<file path="src/rtl/wb_port_arbiter.sv">
// -----------------------------------------------------------------------------
// wb_port_arbiter
//
// Shares the single register-file write port between two completion sources:
//   requester 0 : ALU/jump path (ALU result or link PC)
//   requester 1 : load path (loaded data)
// Round-robin arbitration picks one accepted request per cycle. The winner is
// registered into the write-back output stage, so the latency is one cycle.
// A per-register pending scoreboard lets decode stall on in-flight destinations.
//
// Optional feature (macro WB_FWD_EN): adds fwd_valid/fwd_reg/fwd_data. These are
// combinational copies of the accepted request in its acceptance cycle, so that
// execute can forward the value one cycle before the register-file write.
//
// Ports:
//   clk, reset          clock; synchronous active-low reset
//   alu_valid/reg/data  requester 0 request;  alu_ready = accepted this cycle
//   ld_valid/reg/data   requester 1 request;  ld_ready  = accepted this cycle
//   issue_valid/reg     decode issued an instruction with a destination
//   flush               pipeline flush (clears scoreboard, drops acceptance)
//   write_enable/reg/data  register-file write port
//   pending             scoreboard, bit r = register r has an in-flight producer
//   idle                no pending bits and no write in the output stage
// -----------------------------------------------------------------------------
module wb_port_arbiter #(
  parameter int XLEN = 64,
  parameter int NREG = 32,
  parameter int AW   = 5
) (
  input  logic            clk,
  input  logic            reset,
  input  logic            alu_valid,
  input  logic [AW-1:0]   alu_reg,
  input  logic [XLEN-1:0] alu_data,
  output logic            alu_ready,
  input  logic            ld_valid,
  input  logic [AW-1:0]   ld_reg,
  input  logic [XLEN-1:0] ld_data,
  output logic            ld_ready,
  input  logic            issue_valid,
  input  logic [AW-1:0]   issue_reg,
  input  logic            flush,
  output logic            write_enable,
  output logic [AW-1:0]   write_reg,
  output logic [XLEN-1:0] write_data,
  output logic [NREG-1:0] pending,
  output logic            idle
`ifdef WB_FWD_EN
  ,
  output logic            fwd_valid,
  output logic [AW-1:0]   fwd_reg,
  output logic [XLEN-1:0] fwd_data
`endif
);

  // Which requester won the most recent accepted handshake.
  typedef enum logic {
    GRANT_ALU = 1'b0,
    GRANT_LD  = 1'b1
  } grant_e;

  grant_e          last_grant;
  logic            accept;
  logic [AW-1:0]   sel_reg;
  logic [XLEN-1:0] sel_data;
  logic [NREG-1:0] pending_next;

  // Arbitration. Nothing is accepted while in reset or flushing, which also
  // keeps last_grant and the output stage untouched by those cycles.
  // NOTE: every signal assigned in always_comb gets a default first so that no
  // path leaves it unassigned, which would otherwise infer a latch.
  always_comb begin
    alu_ready = 1'b0;
    ld_ready  = 1'b0;
    if (reset && !flush) begin
      if (alu_valid && ld_valid) begin
        // Contention: grant whoever did not win last time.
        if (last_grant == GRANT_LD) alu_ready = 1'b1;
        else                        ld_ready  = 1'b1;
      end else begin
        alu_ready = alu_valid;
        ld_ready  = ld_valid;
      end
    end
  end

  assign accept   = alu_ready | ld_ready;
  assign sel_reg  = ld_ready ? ld_reg  : alu_reg;
  assign sel_data = ld_ready ? ld_data : alu_data;

  // Scoreboard update. Clear is applied before set so that a newer producer
  // issued in the same cycle as an older completion keeps the bit set.
  always_comb begin
    pending_next = pending;
    if (accept) pending_next[sel_reg] = 1'b0;
    if (issue_valid && (issue_reg != '0)) pending_next[issue_reg] = 1'b1;
    if (flush) pending_next = '0;
    pending_next[0] = 1'b0;
  end

  // NOTE: sequential state is updated with non-blocking assignments so every
  // register samples the pre-edge values of the others.
  always_ff @(posedge clk) begin
    if (!reset) begin
      write_enable <= 1'b0;
      write_reg    <= '0;
      write_data   <= '0;
      pending      <= '0;
      last_grant   <= GRANT_LD;  // requester 0 wins the first contention
    end else begin
      // A write to x0 is accepted and latched but never strobes the file.
      write_enable <= accept && (sel_reg != '0);
      if (accept) begin
        write_reg  <= sel_reg;
        write_data <= sel_data;
        last_grant <= ld_ready ? GRANT_LD : GRANT_ALU;
      end
      pending <= pending_next;
    end
  end

  assign idle = (pending == '0) && !write_enable;

`ifdef WB_FWD_EN
  // accept is already forced low during reset and flush.
  assign fwd_valid = accept && (sel_reg != '0);
  assign fwd_reg   = sel_reg;
  assign fwd_data  = sel_data;
`endif

endmodule

</file>
<file path="config.mk">
export PLATFORM = sky130hd
export DESIGN_NAME = wb_port_arbiter
export DESIGN_NICKNAME = d
export VERILOG_FILES = /design/src/rtl/wb_port_arbiter.sv
export SDC_FILE = /design/constraint.sdc
export NUM_CORES = 1
export LEC_CHECK = 0
export ABC_AREA = 1
export ABC_CLOCK_PERIOD_IN_PS = 1400
export CORE_UTILIZATION = 30
export CTS_BUF_LIST = sky130_fd_sc_hd__clkbuf_8
export CTS_CLUSTER_DIAMETER = 100
export CTS_CLUSTER_SIZE = 16
export DETAILED_ROUTE_END_ITERATION = 6
export PLACE_DENSITY = 0.69
export SETUP_SLACK_MARGIN = 0.5
export SKIP_LAST_GASP = 1
export SLEW_MARGIN = 20
export SYNTH_ARGS = -nofsm -noshare
export SYNTH_HDL_FRONTEND = slang
export SYNTH_SLANG_ARGS = --single-unit
</file>
<file path="constraint.sdc">
create_clock -name clk -period 1.4 [get_ports clk]
set_clock_uncertainty 0.05 [all_clocks]
set_input_delay 0.28 -clock clk [delete_from_list [all_inputs] [get_ports clk]]
set_output_delay 0.28 -clock clk [all_outputs]
set_load 0.005 [all_outputs]
</file>
==> results.json, run 1 <==
{
  "outcome": "finished with violations",
  "violations": "setup timing",
  "syn_area_per_cell_sq_um": 7.14,
  "initial_core_util": 0.311,
  "track_usage": 0.252,
  "end_kind": "primary output",
  "ys_warn_count": 0,
  "layout-drive-gt1-share": 0.531,
  "dieArea_sq_mm": 0.0158,
  "pre_cts_slack_ns": -0.735,
  "fin_util": 0.676,
  "nets": 1163,
  "drv_slew": 0,
  "dp.cells": 1115,
  "die_y_um": 126,
  "finalNonFillerCells": 1204,
  "num_vias": 5989,
  "peakVddDrop_v": 0.000702,
  "setup_viol": 106,
  "cp-startpoint": "pending[19]",
  "ys_ff_latch": 102,
  "syn2layout_area_growth_pct": 117,
  "worstSetupEndpoint": "idle",
  "grt_pass1_vias": 5780,
  "wl_per_cell_um": 17.2,
  "drt-vias-per-instance": 4.97,
  "hold_path.class": "primary input to flip-flop",
  "fin_area_sq_mm": 0.00997,
  "post_dp_cell_area_sq_mm": 0.00796,
  "synth_edf_count": 0,
  "htree_levels": 3,
  "powerDensity_mw_per_mm2": 757,
  "ios": 254,
  "rsz0062_at_grt": "true",
  "portBuffers": 252,
  "cts_buffers": 9,
  "gp_congestion": 0.902,
  "ys_types": 26,
  "critPathKind": "flip-flop to primary output",
  "ctsLongestPathBuffers": 2,
  "crit_fanout": 2,
  "reg2reg_depth": 12,
  "start_kind": "flip-flop",
  "synthesis.area_sq_mm": 0.00459,
  "synth_nets": 792,
  "drc_errors": 0,
  "yosys_most_used_dff": "dfxtp_1",
  "tns_ns": -24.98,
  "p_total_mw": 7.55,
  "met1Wirelength_mm": 8.11,
  "power.leakage_nw": 4.39,
  "die_x_um": 126,
  "rr_endpoint": "pending[28]",
  "r2r_slack_ns": -0.41,
  "postSynthCellCount": 643,
  "grt_pass1_wl_mm": 30.8,
  "drtPass1Iterations": 5,
  "route.antenna.remaining_nets": 0,
  "dr_wl_met3_mm": 1.48,
  "tritoncts": "done",
  "cp_data_arrival_time_ns": 1.65,
  "yosysSeqAreaShare": 0.445,
  "cap_violations": 0,
  "required_ns": 1.07,
  "first_iter_violations": 319,
  "placementRows": 44,
  "reg2reg_from": "last_grant",
  "ys_async_sr_fraction": 0,
  "fin_ws_ns": -0.582,
  "core_area_sq_mm": 0.0148,
  "antenna_found_initial": 1,
  "grt_max_degree": 59,
  "holdWs_ns": 0.226,
  "largest_register_ffs": 64,
  "top_layer": "met4",
  "hpwl_mm": 13.4,
  "worst_pin_slew_ns": 0.695,
  "drt_wl_total_mm": 20.8,
  "clock-sinks": 102,
  "cts_hold_buffers": 0,
  "relSlewSlack": 0.537,
  "dr_wl_met2_mm": 10.5,
  "timing.final.crit_share": 1.42,
  "insertion_delay_ns": 0.38,
  "period_needed_ns": 1.98,
  "grt-ovfl-total": 0,
  "hold_viol": 0,
  "max_clock_freq_mhz": 505,
  "clkTransAtPathRegs_ns": 0.11,
  "root_buffer": "clkbuf_8"
}
## cell usage after synthesis (2+ instances only)
master    number  area, sq um
dfxtp_1      102         2040
a21oi_1       97          485
nor2_1        11         41.3
nand4_1       11         68.8
clkbuf_1      11         41.3
nor2_4         3         33.8
o211ai_1       5         37.5
nand2_1      252          946
inv_1         26         97.6
nor3_1         6         30.0
nand3_1        2         10.0
nand2_2        2         12.5
inv_2          4         15.0
a31oi_1       64          400
buf_4          7         52.6
nor4_1         7         43.8
buf_2         20          100
buf_6          5         56.3
## logic make-up (layout without fill, tap and decap cells)
family,Yosys count,after routing,synth area share
buffers and inverters,74,450,0.0804
flip-flops,102,102,0.445
AND/OR/NAND/NOR,298,298,0.269
AO/OA/AOI/OAI,168,168,0.205
other,1,2,0.000816
## power breakdown
| part | switching (mW) | internal (mW) |
|---|---|---|
| sequential | 0.157 | 3.20 |
| combinational | 0.932 | 1.32 |
| clock | 1.13 | 0.818 |
| total | 2.22 | 5.33 |
## critical path, stage by stage, from the launching register on
cell and delay [ns]:
dfxtp_2 0.34, nor4_1 0.35, nand4_1 0.28, nor3_2 0.17, buf_2 0.14
## metal layers
layer  track usage  vias to the layer above
li1              -                     2916
met1         0.293                     2770
met2         0.440                      259
met3        0.0582                       44
met4         0.112                        0
met5             0                        -
## cells in the final DEF (no fill, tap or decap), types with 3 or more instances in the layout
cell / count
nand2_1: 146
clkdlybuf4s50_1: 144
buf_6: 126
dfxtp_2: 102
a21oi_1: 68
nand2_2: 66
a31oi_1: 63
buf_4: 60
nand2_4: 40
buf_2: 32
a21oi_2: 29
inv_1: 24
buf_12: 23
nor2_4: 12
clkbuf_8: 12
nand4_1: 11
buf_16: 8
inv_2: 5
nor3_1: 5
o211ai_1: 5
nor4_1: 4
buf_8: 4
nor2_1: 3
inv_6: 3
dlygate4sd2_1: 3
## timing repair
item	in CTS	in global routing
pin swaps	74	70
cloned	8	3
resized for setup	722	113
endpoints found under the setup margin	206	206
buffers inserted	47	14
## worst min path at each step
stage,cells past startpoint,to,start,slack (ns)
4_1_cts,4,write_reg[0],reset,0.20
6_report,4,write_reg[1],reset,0.23
2_1_floorplan,2,write_data[54],ld_data[54],0.38
3_3_place_gp,2,write_reg[0],write_reg[0],0.40
5_1_grt,4,write_reg[1],reset,0.21
3_5_place_dp,2,write_reg[0],write_reg[0],0.40
## layout make-up
cell class | count | area (sq um)
clock buffer | 12 | 165
multi-input combinational | 467 | 2940
sequential | 102 | 2170
inverter | 31 | 136
clock inverter | 4 | 35.0
timing repair buffer | 403 | 4290
antenna | 1 | 2.50
tap | 184 | 230
fill | 1171 | 4780
(Power assumes the default switching activity.)
==> inputs of run 2 (changes only) <==
- ABC_CLOCK_PERIOD_IN_PS: 1400 -> 2300
- PLACE_DENSITY: 0.69 -> 0.67
- clock period: 1.4 -> 2.3 ns (I/O delays scaled with it)
==> run 2 against run 1 <==
Compared with the run above: the flow now finishes without violations; power is 45% lower; largest power group unchanged; highest routed layer unchanged; non-clock buffer count fell by 102; flip-flop and latch count stayed put; die area did not move; via count fell by 12%; wire length down 21%; sequential power decreased by 41%; final area shrank 20%; count of clock-buffer cells in the layout down 3; register-to-register slack better by 1.1 ns; setup slack better by 0.91 ns; combinational power fell by 53%.
==> results.json, run 2 (synthesis gave the netlist of run 1 again) <==
{
  "track_usage": 0.207,
  "ios": 254,
  "fillCellCount": 1469,
  "timing.final.crit_share": 0.858,
  "ff_latch_area_sq_mm": 0.00211,
  "die_x_um": 126,
  "clkTransAtPathRegs_ns": 0.10,
  "ctsLongestPathBuffers": 2,
  "cp_data_arrival_time_ns": 1.46,
  "drv_slew": 0,
  "end_kind": "primary output",
  "drc_errors": 0,
  "setup_viol": 0,
  "grt-ovfl-total": 0,
  "worst_path_max_delay_cell": "dfxtp_2",
  "largest_register_ffs": 64,
  "insertion_delay_ns": 0.38,
  "relSlewSlack": 0.604,
  "critPathKind": "flip-flop to primary output",
  "switching_share": 0.269,
  "drt-vias-per-instance": 4.79,
  "pwr-share-clk": 0.268,
  "slowest_delay_ns": 0.34,
  "pre_cts_slack_ns": -0.226,
  "p_total_mw": 4.14,
  "powerDensity_mw_per_mm2": 520,
  "num_vias": 5275,
  "worst_pin_slew_ns": 0.593,
  "diodes": 0,
  "wl_per_cell_um": 15.0,
  "nets": 1061,
  "portBuffers": 252,
  "grtUsageMet2": 0.336,
  "die_y_um": 126,
  "path_depth": 4,
  "period_needed_ns": 1.97,
  "max_clock_freq_mhz": 507,
  "clock-sinks": 102,
  "cts_buffers": 9,
  "drtPass1Iterations": 4,
  "layout-drive-gt1-share": 0.143,
  "crit_fanout": 3,
  "hpwl_mm": 12.1,
  "p_seq_frac": 0.479,
  "tritoncts": "done",
  "rr_endpoint": "pending[13]",
  "holdWs_ns": 0.345,
  "core_area_sq_mm": 0.0148,
  "rsz0062_at_grt": "true",
  "outcome": "completed",
  "fin_util": 0.540,
  "antenna_found_initial": 0,
  "met1_usage": 0.253,
  "r2r_slack_ns": 0.66,
  "peakVddDrop_v": 0.000403,
  "busiest_layer": "met2",
  "final_common_cell": "nand2_1",
  "cap_violations": 0,
  "syn2layout_area_growth_pct": 73.4,
  "internal_power_mw": 3.03,
  "start_kind": "flip-flop",
  "route.antenna.remaining_nets": 0,
  "grt_pass1_wl_mm": 25.9,
  "p_comb_frac": 0.253,
  "gp_congestion": 0.841,
  "htree_levels": 3,
  "initial_core_util": 0.311,
  "placementRows": 44,
  "worstSetupEndpoint": "idle",
  "hold_viol": 0,
  "crit_buf_inv": 1,
  "path_delay_family": "simple AND/OR/NAND/NOR gates",
  "final_cell_mix": "nand2_1, clkdlybuf4s50_1, a21oi_1",
  "grt_pass1_vias": 5048,
  "grt_max_degree": 54,
  "dieArea_sq_mm": 0.0158,
  "grt_use_met3": 0.0637,
  "fin_ws_ns": 0.327,
  "reg2reg_depth": 9,
  "drt_wl_total_mm": 16.5,
  "hold_path.class": "primary input to flip-flop",
  "cp-startpoint": "pending[14]",
  "path_cells": "nor4_1 > nand4_1 > nor3_2 > buf_2",
  "root_buffer": "clkbuf_8",
  "first_iter_violations": 303,
  "required_ns": 1.79,
  "power.leakage_nw": 3.71,
  "reg2reg_from": "last_grant",
  "p_switching_mw": 1.11,
  "multi_input_comb_area_sq_mm": 0.00228
}
run 2: cell count changes in the layout (fill, tap and decap cells not counted), moves of 18 or more:
cell | previous run | this run
a21oi_2 | 29 | 0
a21oi_1 | 68 | 96
dfxtp_2 | 102 | 31
buf_6 | 126 | 0
dlymetal6s2s_1 | 0 | 37
nand2_1 | 146 | 250
buf_2 | 32 | 3
clkdlybuf4s50_1 | 144 | 201
dfxtp_1 | 0 | 63
nand2_2 | 66 | 3
buf_4 | 60 | 42
nand2_4 | 40 | 1
run 2: cell type report:
| cell class | instances | share of cell area |
|---|---|---|
| clock buffers | 9 | 0.0155 |
| clock inverters | 7 | 0.00738 |
| inverters | 31 | 0.0149 |
| multi-input cells | 467 | 0.286 |
| flip-flops and latches | 102 | 0.265 |
| well taps | 184 | 0.0289 |
| repair buffers | 301 | 0.382 |
run 2: per-stage QoR:
stage          cells  area, sq um  TNS (ns)
6_report        1101         7970         0
2_1_floorplan    643         4590         0
5_1_grt         1101         7970         0
3_5_place_dp    1080         7520     -2.92
4_1_cts         1098         7780         0
3_3_place_gp    1080         7520     -2.85
run 2: worst min-delay path by stage:
stage / startpoint / to / cells after the start
detailed placement: write_reg[1] / write_reg[1] / 2
floorplan: write_reg[0] / write_reg[0] / 2
CTS: reset / write_reg[0] / 3
finish: reset / write_reg[0] / 3
global route: reset / write_reg[0] / 3
global placement: write_reg[1] / write_reg[1] / 2
run 2: tightest hold or removal path: stages:
cell     delay, ns
buf_2         0.13
inv_4         0.09
a21oi_1       0.05
run 2: power groups by stage:
| stage | registers [mW] | clock network (mW) | logic [mW] |
|---|---|---|---|
| final | 1.98 | 1.11 | 1.05 |
| after detailed placement | 2.03 | 0 | 1.06 |
| after CTS | 1.99 | 1.15 | 1.07 |
| after global routing | 2.00 | 1.21 | 1.14 |
| after global placement | 2.03 | 0 | 1.06 |
| after floorplan | 2.04 | 0 | 0.350 |
run 2: timing repair:
item,in CTS,in global routing
gates resized for setup,50,73
setup endpoints to repair,116,71
setup buffers,2,3
hold buffers,0,0
pin swaps,7,4
run 2: metal layers:
| metal | vias to the layer above | wire length (um) |
|---|---|---|
| met4 | 0 | 433 |
| met1 | 2352 | 7110 |
| met2 | 192 | 7760 |
| met3 | 29 | 1180 |
| li1 | 2702 | - |
| met5 | - | 0 |
==> inputs of run 3 (changes only) <==
- ABC_CLOCK_PERIOD_IN_PS: 2300 -> 1600
- CORE_MARGIN: unset -> 10
- CORE_UTILIZATION: 30 -> 36
- PLACE_DENSITY: 0.67 -> 0.81
- clock period: 2.3 -> 1.6 ns (I/O delays scaled with it)
==> run 3 against run 2 <==
Compared with the run above: the flow now finishes with violations (setup timing); wire length up 79%; critical path depth unchanged; global-route usage up 6.7 points; die area up 12%; combinational power up 120%; critical path type unchanged; critical endpoint unchanged; largest cell class unchanged.
==> results.json, run 3 (synthesis gave the netlist of run 1 again) <==
{
  "fillCellCount": 627,
  "drt_wl_total_mm": 29.5,
  "switching_share": 0.319,
  "tritoncts": "done",
  "relSlewSlack": 0.532,
  "powerDensity_mw_per_mm2": 670,
  "r2r_slack_ns": -0.08,
  "p_switching_mw": 2.24,
  "dp.cells": 1098,
  "drtPass1Iterations": 5,
  "drc_errors": 0,
  "required_ns": 1.23,
  "hold_depth": 4,
  "timing.final.crit_share": 1.23,
  "p_seq_frac": 0.424,
  "power.leakage_nw": 4.38,
  "die_x_um": 133,
  "max_clock_freq_mhz": 509,
  "gp_congestion": 0.894,
  "hold_path.startpoint": "reset",
  "grt_max_degree": 58,
  "hpwl_mm": 15.4,
  "core_area_sq_mm": 0.0126,
  "p_total_mw": 7.02,
  "grt-ovfl-total": 0,
  "antenna_found_initial": 3,
  "period_needed_ns": 1.97,
  "worst_pin_slew_ns": 0.703,
  "hold_path.class": "primary input to flip-flop",
  "final_cell_mix": "buf_6, clkdlybuf4s50_1, nand2_1",
  "grt_pass1_vias": 6446,
  "slowest_delay_ns": 0.36,
  "root_buffer": "clkbuf_8",
  "first_iter_violations": 575,
  "start_kind": "flip-flop",
  "cap_violations": 0,
  "initial_core_util": 0.365,
  "grt_pass1_wl_mm": 38.1,
  "placementRows": 41,
  "num_vias": 6743,
  "reg2reg_depth": 10,
  "layout-drive-gt1-share": 0.550,
  "reg2reg_from": "last_grant",
  "cp_data_arrival_time_ns": 1.60,
  "p_comb_frac": 0.331,
  "outcome": "finished with violations",
  "portBuffers": 252,
  "pwr-share-clk": 0.245,
  "track_usage": 0.274,
  "clock-sinks": 102,
  "fin_ws_ns": -0.366,
  "violations": "setup timing",
  "path_cells": "nor4_4 > nand4_1 > nor3_2 > buf_2",
  "htree_levels": 3,
  "finalNonFillerCells": 1193,
  "setup_viol": 36,
  "final_common_cell": "buf_6",
  "hold_end": "write_reg[0]",
  "drv_slew": 0,
  "syn2layout_area_growth_pct": 128,
  "hold_viol": 0,
  "critPathKind": "flip-flop to primary output",
  "ctsLongestPathBuffers": 2,
  "dieArea_sq_mm": 0.0177,
  "fin_util": 0.833,
  "cts_buffers": 9,
  "ios": 254,
  "clkTransAtPathRegs_ns": 0.10,
  "end_kind": "primary output",
  "peakVddDrop_v": 0.000587,
  "largest_register_ffs": 64,
  "internal_power_mw": 4.78,
  "route.antenna.remaining_nets": 0,
  "die_y_um": 133,
  "worst_path_max_delay_cell": "dfxtp_2",
  "rsz0062_at_grt": "true",
  "insertion_delay_ns": 0.39,
  "rr_endpoint": "pending[3]",
  "crit_fanout": 2,
  "nets": 1162,
  "wl_per_cell_um": 24.7,
  "drt-vias-per-instance": 5.65
}
[run 3: cell types whose count changed in the layout (fill, tap and decap cells not counted), sizes merged, moves of 2 or more]
cell,previous run,this run
buf,52,251
clkbuf,10,16
clkdlybuf4s15,2,0
clkdlybuf4s50,201,144
diode,0,3
dlygate4sd2,8,1
dlymetal6s2s,37,0
[run 3: power groups by stage]
| stage | combinational (mW) | clock [mW] | sequential (mW) |
|---|---|---|---|
| after floorplan | 0.589 | 0 | 2.94 |
| after global placement | 1.60 | 0 | 2.91 |
| after detailed placement | 1.62 | 0 | 2.92 |
| after CTS | 1.95 | 1.70 | 2.94 |
| after global routing | 2.42 | 1.81 | 2.99 |
| final | 2.32 | 1.72 | 2.97 |
[run 3: area by class of cell]
class	count	area, sq um	area share
multi-input combinational	467	3220	0.308
clock inverter	5	41.3	0.00395
sequential	102	2170	0.208
timing repair buffer	402	4530	0.433
clock buffer	11	151	0.0145
tap	172	215	0.0206
inverter	31	126	0.0121
antenna	3	7.51	0.000717
[run 3: routing by layer]
metal	track usage	vias to the layer above	routed length [um]
met1	0.303	3172	9850
met2	0.481	494	14800
li1	-	2923	-
met5	0	-	0
met4	0.125	0	2000
met3	0.0685	154	2820
[run 3: through the flow]
stage / TNS, ns / hold WS (ns) / worst slack, ns / instance area (sq um)
3_3_place_gp: -43.43 / 0.398 / -0.511 / 7890
3_5_place_dp: -48.03 / 0.413 / -0.543 / 7890
4_1_cts: -0.282 / 0.259 / -0.282 / 9630
2_1_floorplan: 0 / 0.406 / 0.174 / 4860
6_report: -1.74 / 0.279 / -0.366 / 10500
5_1_grt: -4.21 / 0.280 / -0.418 / 10500
[run 3: worst max-delay path: cells and delay by family, from the launching register on]
family	cells	cell delay, ns
buf+inv	1	0.14
flops	1	0.36
simple gates	3	0.70
[run 3: worst max-delay path by stage]
stage / from / endpoint / slack (ns)
after global routing: pending[28] / idle / -0.42
after CTS: pending[28] / idle / -0.28
after floorplan: reset / pending[16] / 0.17
after global placement: flush / alu_ready / -0.51
final: pending[28] / idle / -0.37
after detailed placement: flush / pending[17] / -0.54
[run 3: repair_timing]
| item | CTS | global route |
|---|---|---|
| resized for setup | 803 | 127 |
| buffers inserted | 36 | 22 |
| endpoints found under the setup margin | 206 | 206 |
| pin swaps | 74 | 77 |
| gates cloned | 14 | 4 |
| hold buffers | 0 | 0 |
==> edit 1, RTL diff (flow settings as in run 1) <==
The parameter `AW` goes from 5 to 6.
--- a/src/rtl/wb_port_arbiter.sv
+++ b/src/rtl/wb_port_arbiter.sv
@@ -25,7 +25,7 @@
 module wb_port_arbiter #(
   parameter int XLEN = 64,
   parameter int NREG = 32,
-  parameter int AW   = 5
+  parameter int AW   = 6
 ) (
   input  logic            clk,
   input  logic            reset,
Ports: changed (resized alu_reg, issue_reg, ld_reg and write_reg); port bits go from 254 to 258. No check against the original RTL was run, so the function may have changed too.
==> edit 1 against run 1 <==
- synthesized cell count rose by 2.5%
- highest routed layer unchanged
- sequential cell count rose by 1
- design area rose by 5.5%
- worst setup slack improved by 44 ps
- sequential share of layout area fell by 0.89 points
- routed wire length rose by 8.4%
- synthesized area rose by 3.1%
- the run still ends with negative setup slack left
- total power rose by 5.9%
==> edit 1: results <==
[final_layout]
largest_register_ff_count = 64
instances_no_fill = 1270
layout-drive-gt1-share_pct = 53.7
n_fill_cell = 1162

[placed_design]
portBuffers = 256
gp_congestion = 0.843
post-place-ws_ps = -673
hpwl_um = 13300
numPlacedInstances = 1167
dpl-instance-area_mm2 = 0.00804

[power]
pwr-share-seq_pct = 42.3
power.internal_mw = 5.75
power.leakage_nw = 4.51
p_clk_share_pct = 28.3
power_density_mw_per_mm2 = 759
ir_worst_vdd_mv = 0.571

[critical_path]
rr_startpoint = "last_grant"
reg2reg_depth = 10
crit_path_top_delay_cell = "dfxtp_2"
rr_endpoint = "pending[30]"
r2r_setup_slack_ps = -400
arrival_ps = 1610
cp_max_fo = 2

[synth]
synth.avg_cell_area_um2 = 7.19
ys_warn_count = 0
synthTopCellsByCount = "257 x nand2_1, 103 x dfxtp_1, 98 x a21oi_1"
synthTopCellsByArea = "dfxtp_1 44%, nand2_1 20%, a21oi_1 10%"
synthDistinctLibCells = 26
ys_seq_area_share_pct = 43.5
mappedNetlistNets = 811

[global_routing]
grt_antenna_before_repair = 3
grt_max_degree = 52
grt_pass1_wl_um = 32800
grt_pass1_vias = 6072
track_usage_pct = 26.4

[sta]
final.setup.worst_slack_ps = -539
maxSlewHeadroom_pct = 63.2
setup_viol = 105
whs_ps = 233
fin_setup_tns_ps = -24880

[clock_network]
insertion_delay_ps = 380
path_clk_slew_ps = 110
htreeDepth = 3

[run_status]
status = "finished, violations left"
violations = "negative setup slack"

[floorplanning]
row_count = 45

[routing]
drt-vias-per-instance = 5.00
wirelength_um = 22500
drtIter0Drc = 365

[worst_hold_path]
min_to = "write_reg[0]"
hold_path_class = "input port to register"
hp-start = "reset"
-- edit 1: cell types whose count changed in the layout (fill, tap and decap cells not counted), moves of 8 or more --
cell | before | now
a21oi_1 | 68 | 81
a21oi_2 | 29 | 17
buf_16 | 8 | 17
buf_2 | 32 | 24
buf_4 | 60 | 68
buf_6 | 126 | 144
nand2_1 | 146 | 137
nand2_2 | 66 | 82
-- edit 1: final cells by class --
type                    instances  area, um^2  area share (%)
repair buffers                425        4630            44.0
inverters                      28         113            1.07
multi-input cells             484        3070            29.2
well taps                     211         264            2.51
flip-flops and latches        103        2200            20.9
clock buffers                  12         165            1.57
diodes                          3        7.51          0.0713
clock inverters                 4        73.8           0.702
-- edit 1: kinds of logic after synthesis --
kind of cell,count (synthesis),synth area share [%]
AO/OA/AOI/OAI,168,19.8
buffers and inverters,72,7.77
flip-flops,103,43.5
other,1,0.0792
AND/OR/NAND/NOR,315,28.8
-- edit 1: per-layer routing --
metal  GRT usage (%)  vias up  wire (um)
met2            49.1      293      12100
li1                -     3023          -
met5               0        -          0
met1            28.9     2984       8300
met4            10.7        0        639
met3            6.16       51       1500
-- edit 1: repair_timing --
item                       4_1_cts  5_1_grt
gates cloned                    18        0
setup endpoints to repair      208      208
gates resized for setup        796      112
buffers inserted                44       22
hold buffers                     0        0
pin swaps                       68       86
-- edit 1: worst max path at each step --
stage	from	endpoint	slack (ps)	cells past startpoint
2_1_floorplan	reset	pending[25]	-3	11
3_3_place_gp	flush	alu_ready	-640	5
3_5_place_dp	flush	pending[30]	-670	10
4_1_cts	pending[15]	idle	-560	5
5_1_grt	pending[15]	idle	-600	5
6_report	pending[20]	idle	-540	5
-- edit 1: tightest hold or removal path, delay by kind of cell --
kind            cells  cell delay [ps]
buf+inv             3              330
compound gates      1               40
==> edit 2, RTL diff (flow settings as in run 1) <==
Made on the original files. Take the reset off `pending` and load it in a clocked block of its own.
--- a/src/rtl/wb_port_arbiter.sv
+++ b/src/rtl/wb_port_arbiter.sv
@@ -105,7 +105,6 @@
       write_enable <= 1'b0;
       write_reg    <= '0;
       write_data   <= '0;
-      pending      <= '0;
       last_grant   <= GRANT_LD;  // requester 0 wins the first contention
     end else begin
       // A write to x0 is accepted and latched but never strobes the file.
@@ -115,8 +114,11 @@
         write_data <= sel_data;
         last_grant <= ld_ready ? GRANT_LD : GRANT_ALU;
       end
-      pending <= pending_next;
     end
+  end
+
+  always_ff @(posedge clk) begin
+    pending <= pending_next;
   end
 
   assign idle = (pending == '0) && !write_enable;
Check against the original RTL: not equivalent (a bounded check fails within 4 cycles, from zero or initial values and one cycle with reset low).
==> edit 2 against run 1 <==
- the run ends with design-rule violations, negative setup slack left
- sequential cell count unchanged
- routed wire length up 5.9%
- synthesized cell count down 0.47%
- design area up 4.0%
- worst setup slack better by 110 ps
- cell count up 1.2%
- first-iteration DRC count up 3.1%
- synthesized area down 0.25%
- total power up 8.8%
- largest cell class unchanged
- largest power group unchanged
- highest routed layer unchanged
==> edit 2: results <==
[run_status]
status = "finished, violations left"
violations = "design-rule violations, negative setup slack"

[critical_path]
worst_path_largest_cell_delay_ps = 350
cp_max_fo = 2
arrival_ps = 1550
cp_top_family = "simple AND/OR/NAND/NOR gates"
crit_path_top_delay_cell = "dfxtp_2"

[final_layout]
largest_register_ff_count = 64
layout-drive-gt1-share_pct = 52.0
diodes = 0
instances_no_fill = 1219

[sta]
fin_setup_tns_ps = -20290
final.setup.worst_slack_ps = -475
maxSlewHeadroom_pct = 61.3
setup_viol = 103

[synth]
ys_seq_area_share_pct = 44.6
synthTopCellsByCount = "251 x nand2_1, 102 x dfxtp_1, 96 x a21oi_1"
syn-instance-count = 640
async_flop_share_pct = 0
synthDistinctLibCells = 23
ys.flop_type = "dfxtp_1"
ys_warn_count = 0
mappedNetlistNets = 789
synthTopCellsByArea = "dfxtp_1 45%, nand2_1 21%, a21oi_1 10%"

[global_routing]
grt_pass1_wl_um = 31200
track_usage_pct = 25.9
grt_antenna_before_repair = 1
grt_pass1_vias = 5833
grt_max_degree = 71

[placed_design]
portBuffers = 252
numPlacedInstances = 1108
hpwl_um = 12500
gp_congestion = 0.853
post-place-ws_ps = -667
dpl-instance-area_mm2 = 0.00785

[power]
power.leakage_nw = 4.45
ir_worst_vdd_mv = 0.549

[clock_network]
path_clk_slew_ps = 100
insertion_delay_ps = 400
cts_buffer_depth = 2
cts-root-buf = "clkbuf_8"
cts-buffers-inserted = 9
htreeDepth = 3

[routing]
wirelength_um = 22000
dr.pass1.iters = 7
drc_errors = 10
drt-vias-per-instance = 5.03
drtIter0Drc = 329

[worst_hold_path]
hold_path_class = "input port to register"
edit 2: cell types whose count changed in the layout (fill, tap and decap cells not counted), moves of 5 or more:
| cell | change |
|---|---|
| a21oi_1 | +16 |
| buf_16 | +9 |
| a31oi_1 | -5 |
| nand2_2 | -18 |
| buf_6 | +15 |
| nor2_1 | +6 |
| nand2_4 | +10 |
| a21oi_2 | -17 |
| nand2_1 | +11 |
edit 2: worst paths after layout:
path	from	endpoint	slack, ps	cells past startpoint
worst max-delay path	pending[5]	idle	-480	5
worst min-delay path	ld_data[55]	write_data[55]	370	3
worst max register to register	last_grant	pending[7]	-340	9
worst min register to register	write_reg[3]	write_reg[3]	460	2
edit 2: power breakdown:
group          internal (mW)  switching [mW]  leakage (nW)
logic                   1.46            1.01          3.45
clock network           1.27            1.09         0.132
registers               3.20           0.173         0.875
total                   5.94            2.27          4.45
edit 2: logic make-up after synthesis:
family                 synth area share [%]
AOI/OAI and AO/OA                      20.4
and+or+nand+nor                        27.5
other                                0.0818
buffers and inverters                  7.43
DFF                                    44.6
edit 2: what timing repair did:
action | in CTS | in global routing
hold endpoints to repair | 0 | 0
gates resized for setup | 746 | 141
gates cloned | 17 | 0
buffers inserted | 41 | 37
endpoints found under the setup margin | 206 | 206
pin swaps | 89 | 76
edit 2: routing by layer:
metal	vias to the layer above	share of wire (%)	routed length [um]	track usage, %
met5	-	0	0	0
met4	0	3.7	803	13.2
met3	43	6.4	1400	5.69
met2	252	53	11600	47.1
met1	2893	37	8160	28.1
li1	2938	-	-	-
edit 2: cell type report:
cell class / instances / area, um^2
clock buffers: 11 / 151
clock inverters: 5 / 97.6
fillers: 1044 / 4330
inverters: 24 / 105
multi-input cells: 470 / 2970
flip-flops and latches: 102 / 2170
well taps: 184 / 230
repair buffers: 423 / 4640
